File: config.mk
export PLATFORM = sky130hd
export DESIGN_NAME = mc_control_fsm
export DESIGN_NICKNAME = d
export VERILOG_FILES = /design/src/rtl/mc_ctrl_pkg.sv /design/src/rtl/mc_timeout_ctr.sv /design/src/rtl/mc_control_fsm.sv
export SDC_FILE = /design/constraint.sdc
export NUM_CORES = 1
export LEC_CHECK = 0
export CORE_MARGIN = 3
export CORE_UTILIZATION = 45
export DETAILED_ROUTE_END_ITERATION = 6
export PLACE_DENSITY = 0.8
export SETUP_SLACK_MARGIN = 0.1
export SLEW_MARGIN = 40
export SYNTH_ARGS = -nofsm -noshare
export SYNTH_HDL_FRONTEND = slang
export SYNTH_SLANG_ARGS = --single-unit
export TNS_END_PERCENT = 100
File: constraint.sdc
create_clock -name i_clk -period 2.6 [get_ports i_clk]
set_clock_uncertainty 0.15 [all_clocks]
set_input_delay 0.39 -clock i_clk [delete_from_list [all_inputs] [get_ports i_clk]]
set_output_delay 0.39 -clock i_clk [all_outputs]
set_load 0.005 [all_outputs]
File: src/rtl/mc_ctrl_pkg.sv
// Shared types for the multicycle RV32I control FSM: opcodes, states, datapath mux selects
// and trap causes.
package mc_ctrl_pkg;

    typedef enum logic [6:0] {
        OP_LUI    = 7'b0110111,
        OP_AUIPC  = 7'b0010111,
        OP_JAL    = 7'b1101111,
        OP_JALR   = 7'b1100111,
        OP_BRANCH = 7'b1100011,
        OP_LOAD   = 7'b0000011,
        OP_STORE  = 7'b0100011,
        OP_IMM    = 7'b0010011,
        OP_OP     = 7'b0110011,
        OP_SYSTEM = 7'b1110011
    } opcode_e;

    typedef enum logic [2:0] {
        S_FETCH,
        S_DECODE,
        S_EXECUTE,
        S_MEM,
        S_WB,
        S_TRAP,
        S_HALT
    } state_e;

    typedef enum logic {
        ADDR_PC_OUT  = 1'b0,
        ADDR_ALU_OUT = 1'b1
    } addrSrc_e;

    typedef enum logic [1:0] {
        REG_PC  = 2'd0,
        REG_ALU = 2'd1,
        REG_MEM = 2'd2
    } regSrc_e;

    typedef enum logic [1:0] {
        A_CURR_PC = 2'd0,
        A_OLD_PC  = 2'd1,
        A_RS1     = 2'd2,
        A_ZERO    = 2'd3
    } aluSrcA_e;

    typedef enum logic [1:0] {
        B_RS2   = 2'd0,
        B_IMMED = 2'd1,
        B_FOUR  = 2'd2
    } aluSrcB_e;

    typedef enum logic {
        ADD_OP = 1'b0,
        ALU_OP = 1'b1
    } aluCtrl_e;

    typedef enum logic [1:0] {
        CAUSE_NONE        = 2'd0,
        CAUSE_ILLEGAL     = 2'd1,
        CAUSE_ECALL       = 2'd2,
        CAUSE_BUS_TIMEOUT = 2'd3
    } cause_e;

    // ECALL/EBREAK share funct3 000; every other SYSTEM funct3 (CSR ops) is treated as illegal.
    localparam logic [2:0] F3_PRIV = 3'b000;

endpackage

File: src/rtl/mc_timeout_ctr.sv
// Wait-state counter for the memory handshake: o_expire is high once MEM_TIMEOUT-1 unacked
// cycles have been counted since the last clear.
module mc_timeout_ctr #(
    parameter int MEM_TIMEOUT = 16
) (
    input  logic i_clk,
    input  logic i_rst_n,
    input  logic i_clear,
    input  logic i_enable,
    output logic o_expire
);

    localparam int CW = (MEM_TIMEOUT > 2) ? $clog2(MEM_TIMEOUT) : 1;
    localparam logic [CW-1:0] LAST = CW'(MEM_TIMEOUT - 1);

    logic [CW-1:0] r_count;

    always_ff @(posedge i_clk or negedge i_rst_n) begin
        if (!i_rst_n) begin
            r_count <= '0;
        end else if (i_clear) begin
            r_count <= '0;
        end else if (i_enable && (r_count != LAST)) begin
            r_count <= r_count + CW'(1);
        end
    end

    assign o_expire = (r_count == LAST);

endmodule

File: src/rtl/mc_control_fsm.sv
// Multicycle RV32I control FSM with req/ack memory handshake, bus timeout, trap causes and instret.
// Build option: define CTRL_TRAP_EN to route faults through a 1-cycle TRAP state instead of HALT.
module mc_control_fsm
    import mc_ctrl_pkg::*;
#(
    parameter int MEM_TIMEOUT = 16,
    parameter int CNT_W       = 32
) (
    input  logic             i_clk,
    input  logic             i_rst_n,
    input  logic [6:0]       i_opcode,
    input  logic [2:0]       i_funct3,
    input  logic             i_error,
    input  logic             i_mem_ack,
    output logic             o_mem_req,
    output logic             o_enBranch,
    output logic             o_pcUpdate,
    output logic             o_irWrite,
    output logic             o_addrSrc,
    output logic             o_memWrite,
    output logic             o_memRead,
    output logic [1:0]       o_regSrc,
    output logic             o_regWrite,
    output logic [1:0]       o_aluSrcA,
    output logic [1:0]       o_aluSrcB,
    output logic             o_aluCtrl,
    output logic             o_trap_taken,
    output logic [1:0]       o_trap_cause,
    output logic             o_halted,
    output logic             o_retire,
    output logic [CNT_W-1:0] o_instret
);

`ifdef CTRL_TRAP_EN
    localparam state_e S_FAULT = S_TRAP;
`else
    localparam state_e S_FAULT = S_HALT;
`endif

    state_e           r_state;
    cause_e           r_cause;
    logic [CNT_W-1:0] r_instret;

    logic w_waiting;
    logic w_expire;
    logic w_isLoad;
    logic w_retire;

    assign w_waiting = (r_state == S_FETCH) || (r_state == S_MEM);
    assign w_isLoad  = (i_opcode == OP_LOAD);

    mc_timeout_ctr #(
        .MEM_TIMEOUT(MEM_TIMEOUT)
    ) u_timeout (
        .i_clk   (i_clk),
        .i_rst_n (i_rst_n),
        .i_clear (!w_waiting || i_mem_ack),
        .i_enable(w_waiting && !i_mem_ack),
        .o_expire(w_expire)
    );

    always_ff @(posedge i_clk or negedge i_rst_n) begin
        if (!i_rst_n) begin
            r_state   <= S_FETCH;
            r_cause   <= CAUSE_NONE;
            r_instret <= '0;
        end else begin
            if (w_retire) begin
                r_instret <= r_instret + CNT_W'(1);
            end
            if (i_error) begin
                r_state <= S_HALT;
            end else begin
                case (r_state)
                    S_FETCH: begin
                        if (i_mem_ack) begin
                            r_state <= S_DECODE;
                        end else if (w_expire) begin
                            r_state <= S_FAULT;
                            r_cause <= CAUSE_BUS_TIMEOUT;
                        end
                    end
                    S_DECODE: r_state <= S_EXECUTE;
                    S_EXECUTE: begin
                        case (i_opcode)
                            OP_LUI, OP_AUIPC, OP_JAL, OP_JALR, OP_BRANCH, OP_IMM, OP_OP:
                                r_state <= S_FETCH;
                            OP_LOAD, OP_STORE:
                                r_state <= S_MEM;
                            OP_SYSTEM: begin
                                r_state <= S_FAULT;
                                r_cause <= (i_funct3 == F3_PRIV) ? CAUSE_ECALL : CAUSE_ILLEGAL;
                            end
                            default: begin
                                r_state <= S_FAULT;
                                r_cause <= CAUSE_ILLEGAL;
                            end
                        endcase
                    end
                    S_MEM: begin
                        if (i_mem_ack) begin
                            r_state <= w_isLoad ? S_WB : S_FETCH;
                        end else if (w_expire) begin
                            r_state <= S_FAULT;
                            r_cause <= CAUSE_BUS_TIMEOUT;
                        end
                    end
                    S_WB, S_TRAP: r_state <= S_FETCH;
                    default:      r_state <= S_HALT;
                endcase
            end
        end
    end

    // Outputs are gated by rst_n so a reset mid-access drops mem_req without waiting for a clock.
    always_comb begin
        o_mem_req    = 1'b0;
        o_enBranch   = 1'b0;
        o_pcUpdate   = 1'b0;
        o_irWrite    = 1'b0;
        o_addrSrc    = ADDR_PC_OUT;
        o_memWrite   = 1'b0;
        o_memRead    = 1'b0;
        o_regSrc     = REG_PC;
        o_regWrite   = 1'b0;
        o_aluSrcA    = A_CURR_PC;
        o_aluSrcB    = B_RS2;
        o_aluCtrl    = ADD_OP;
        o_trap_taken = 1'b0;
        o_halted     = 1'b0;
        w_retire     = 1'b0;
        if (i_rst_n) begin
            case (r_state)
                S_FETCH: begin
                    o_mem_req = 1'b1;
                    o_memRead = 1'b1;
                    o_addrSrc = ADDR_PC_OUT;
                end
                S_DECODE: begin
                    o_irWrite  = 1'b1;
                    o_pcUpdate = 1'b1;
                    o_aluSrcA  = A_CURR_PC;
                    o_aluSrcB  = B_FOUR;
                    o_aluCtrl  = ADD_OP;
                end
                S_EXECUTE: begin
                    // PC already holds PC+4 after DECODE, so link writes take REG_PC directly.
                    case (i_opcode)
                        OP_LUI: begin
                            o_regSrc = REG_ALU; o_regWrite = 1'b1;
                            o_aluSrcA = A_ZERO; o_aluSrcB = B_IMMED; w_retire = 1'b1;
                        end
                        OP_AUIPC: begin
                            o_regSrc = REG_ALU; o_regWrite = 1'b1;
                            o_aluSrcA = A_OLD_PC; o_aluSrcB = B_IMMED; w_retire = 1'b1;
                        end
                        OP_JAL: begin
                            o_regSrc = REG_PC; o_regWrite = 1'b1; o_pcUpdate = 1'b1;
                            o_aluSrcA = A_OLD_PC; o_aluSrcB = B_IMMED; w_retire = 1'b1;
                        end
                        OP_JALR: begin
                            o_regSrc = REG_PC; o_regWrite = 1'b1; o_pcUpdate = 1'b1;
                            o_aluSrcA = A_RS1; o_aluSrcB = B_IMMED; w_retire = 1'b1;
                        end
                        OP_BRANCH: begin
                            o_enBranch = 1'b1;
                            o_aluSrcA = A_OLD_PC; o_aluSrcB = B_IMMED; w_retire = 1'b1;
                        end
                        OP_OP: begin
                            o_regSrc = REG_ALU; o_regWrite = 1'b1; o_aluCtrl = ALU_OP;
                            o_aluSrcA = A_RS1; o_aluSrcB = B_RS2; w_retire = 1'b1;
                        end
                        OP_IMM: begin
                            o_regSrc = REG_ALU; o_regWrite = 1'b1; o_aluCtrl = ALU_OP;
                            o_aluSrcA = A_RS1; o_aluSrcB = B_IMMED; w_retire = 1'b1;
                        end
                        OP_LOAD, OP_STORE: begin
                            o_aluSrcA = A_RS1; o_aluSrcB = B_IMMED;
                        end
                        default: ;
                    endcase
                end
                S_MEM: begin
                    o_mem_req  = 1'b1;
                    o_addrSrc  = ADDR_ALU_OUT;
                    o_memRead  = w_isLoad;
                    o_memWrite = !w_isLoad;
                    o_aluSrcA  = A_RS1;
                    o_aluSrcB  = B_IMMED;
                    w_retire   = i_mem_ack && !w_isLoad;
                end
                S_WB: begin
                    o_regSrc   = REG_MEM;
                    o_regWrite = 1'b1;
                    o_addrSrc  = ADDR_ALU_OUT;
                    w_retire   = 1'b1;
                end
                S_TRAP: begin
`ifdef CTRL_TRAP_EN
                    o_trap_taken = 1'b1;
                    o_pcUpdate   = 1'b1;
`endif
                end
                S_HALT:  o_halted = 1'b1;
                default: ;
            endcase
        end
    end

    assign o_retire     = w_retire;
    assign o_trap_cause = r_cause;
    assign o_instret    = r_instret;

endmodule
==> results.md <==
* Area added between synthesis and finish at 42.4%
* Status: finished, final reports clean
* Vias at 2225
* Commonest non-fill, non-tap cells in the layout: clkdlybuf4s50_1 (49), dfrtp_1 (41), nor2_1 (31)
* RePlAce Congestion at 0.852
* Core ar. at 0.00520 mm2
* Most common cell after layout, fill and taps aside: clkdlybuf4s50_1
* YS warnings at 0
* Final Cycle Share at ~94%
* Clock Pin Slew Worst Setup and Hold Paths at 0.08 ns
* Post-route insts no fill at 422
* CP Max Fanout at 4
* Vias per std cell at 5.27
* Sw frac at 23.3%
* Clock sinks at roughly 40
* Mapped cell area at 0.00247 mm2
* Hold WC Path Type: in2async
* Largest net degree at the start of global routing at 39
* Mean Syn Cell Area at 9.32 um2
* Drt pass-1 iters at 4
* Cts bufs inserted at 5
* Worst VDD drop at around 400 uV
* EDFF count, synth at 0
* Number of diodes at 0
* Worst-Skew Late Latency at 0.29 ns
* Part of the power in registers at 49.8%
* Initial DRC Count at 165
* Netlist cell types at 50
* Port Buffers at 64
* Crit path capture type: output pin
* Clock root buffer master: clkbuf_8
* Vias in the first global route at between 2000 and 2500
* Crit Reg-Reg Endpoint: o_instret[14]$_DFFE_PN0P_
* Total Wirelength at 6140 um
* Critical path arrival at 1.91 ns
* Initial antenna violation count at 0
* Final hold violation count at 0
* CTS tree: done
* I/O Pins at 66
* Layout cells sized above 1 at 19.6%
* CP Launch Type: primary input
* Seq/Total Area, Yosys at 41.5%
* # rows at 26
* Final Cell Area at between 0.003 and 0.004 mm2
* Routed Antenna Nets at 0
* Wire per inst at 14.5 um
* FF-to-FF path depth at 6
* Vert. Die Dim at 80.1 um
* Final #Nets at roughly 370
* Most used DFF post-synth: dfrtp_1
* Psw at 0.327 mW
* Final min period at 2.45 ns
* Die W at 80.1 um
* Final slew viol count at 0
* Congestion Overflow GR at 0
* R2R Setup Slk at 0.33 ns
* Max Fclk at 0.408 GHz
* Clk buf depth at 2
* Fillers at 403
* Starting density of the core at 47.5%
* Flops & latches, synth at 41
* Post-synthesis async set-or-reset flop share at 100%
* Capture point of the worst path: o_retire
* Cell area after placement at 0.00330 mm2
* Logic pwr share at 16.0%
* RSZ-0062 raised after global routing: true
* # Max-Cap Violations at 0
* CP startpoint: i_opcode[6]
* CP required at 2.06 ns
* RR Startpoint: r_state[0]$_DFF_PN0_
* Placed insts at 411
* Power Density at ~400 mW/mm2
* Leak at 1.61 nW
* First-pass GRT wire length at roughly 10000 um
* Dpl hpwl at 4410 um
* Max H-tree Level at 2
* GRT Overall Usage at 19.5%
* Setup CP Type: in2out
* Drt drc at 0
* Clock power share at approximately a third
* Final setup vio count at 0
* Cells after synthesis at 265
* P_int at 1.08 mW
* Synthesized Nets at approximately 280
* DIE AREA at 0.00642 mm2
==> metrics by stage <==
step | util, % | setup WS [ns] | power, mW | hold slack [ns] | TNS, ns
5_1_grt | 67.6 | 0.0872 | 1.48 | 0.310 | 0
4_1_cts | 66.8 | 0.0751 | 1.41 | 0.239 | 0
3_5_place_dp | 63.5 | -0.433 | 0.927 | 0.222 | -12.36
3_3_place_gp | 63.5 | -0.420 | 0.923 | 0.224 | -12.06
2_1_floorplan | - | 0.258 | 0.786 | -0.0556 | 0
6_report | 67.6 | 0.148 | 1.41 | 0.256 | 0
==> per-layer routing <==
metal | up-vias | track usage (%) | part of all wire (%)
li1 | 1104 | - | -
met1 | 1057 | 28.5 | 46
met2 | 62 | 30.6 | 48
met3 | 2 | 3.92 | 5.1
met4 | 0 | 3.04 | 0.44
met5 | - | 0 | 0
==> layout make-up <==
cell class	instances	area, um2	area share (%)
multi-input cells	202	1430	40.7
flip-flops and latches	41	1030	29.2
repair buffers	91	830	23.6
well taps	70	87.6	2.49
inverters	11	41.3	1.17
clock inverters	2	35.0	0.995
clock buffers	5	68.8	1.96
==> sequential cells by signal (all words and copies together), names as in the netlist <==
signal,count
o_instret,32
u_timeout.r_count,4
r_state,3
o_trap_cause,2
==> kinds of logic (layout without fill, tap and decap cells) <==
kind of cell / count (synthesis) / after routing / synth area share (%)
xor gates and xnor gates: 33 / 33 / 11.7
muxes: 2 / 2 / 0.861
DFF: 41 / 41 / 41.5
adders and majority gates: 2 / 2 / 1.01
buffers and inverters: 22 / 109 / 4.25
and+or+nand+nor: 136 / 136 / 31.7
AOI/OAI and AO/OA: 28 / 28 / 8.81
other: 1 / 1 / 0.152
==> cell usage after synthesis, types with 5 or more instances <==
library cell,number,area (um2)
dfrtp_1,41,1030
o21ai_0,6,30.0
nor2_1,34,128
xnor2_1,8,70.1
a21oi_1,7,35.0
nand4_1,6,37.5
nand3_1,16,80.1
xor2_1,25,219
nor3_1,18,90.1
nand2_1,17,63.8
inv_1,11,41.3
nor4_1,5,31.3
==> how the worst min path moves through the flow <==
stage,from,end,slack [ns],depth (start not counted)
after global placement,i_rst_n,r_state[2]$_DFF_PN0_,0.22,2
after global routing,i_rst_n,o_instret[13]$_DFFE_PN0P_,0.31,3
after detailed placement,i_rst_n,r_state[1]$_DFF_PN0_,0.22,2
after CTS,i_rst_n,o_instret[13]$_DFFE_PN0P_,0.24,3
final,i_rst_n,o_instret[6]$_DFFE_PN0P_,0.26,3
after floorplan,i_rst_n,o_instret[0]$_DFFE_PN0P_,-0.06,0
==> worst max-delay path, stage by stage <==
cell and delay [ns]:
dlygate4sd2_1 0.27, or4_4 0.44, o2111a_1 0.29, o31ai_4 0.33, inv_1 0.07, buf_2 0.13
==> repair_timing <==
action	in CTS	in global routing
setup endpoints to repair	42	16
hold buffers	1	0
buffers inserted	3	0
gates cloned	0	0
hold endpoints to repair	3	0
pin swaps	8	8
resized for setup	33	13
==> power by group through the flow <==
stage / combinational [mW] / sequential [mW] / clock [mW]
CTS: 0.222 / 0.702 / 0.489
floorplan: 0.0746 / 0.712 / 0
global placement: 0.210 / 0.713 / 0
detailed placement: 0.214 / 0.714 / 0
global route: 0.248 / 0.706 / 0.523
finish: 0.224 / 0.701 / 0.481
(Power assumes the default switching activity.)
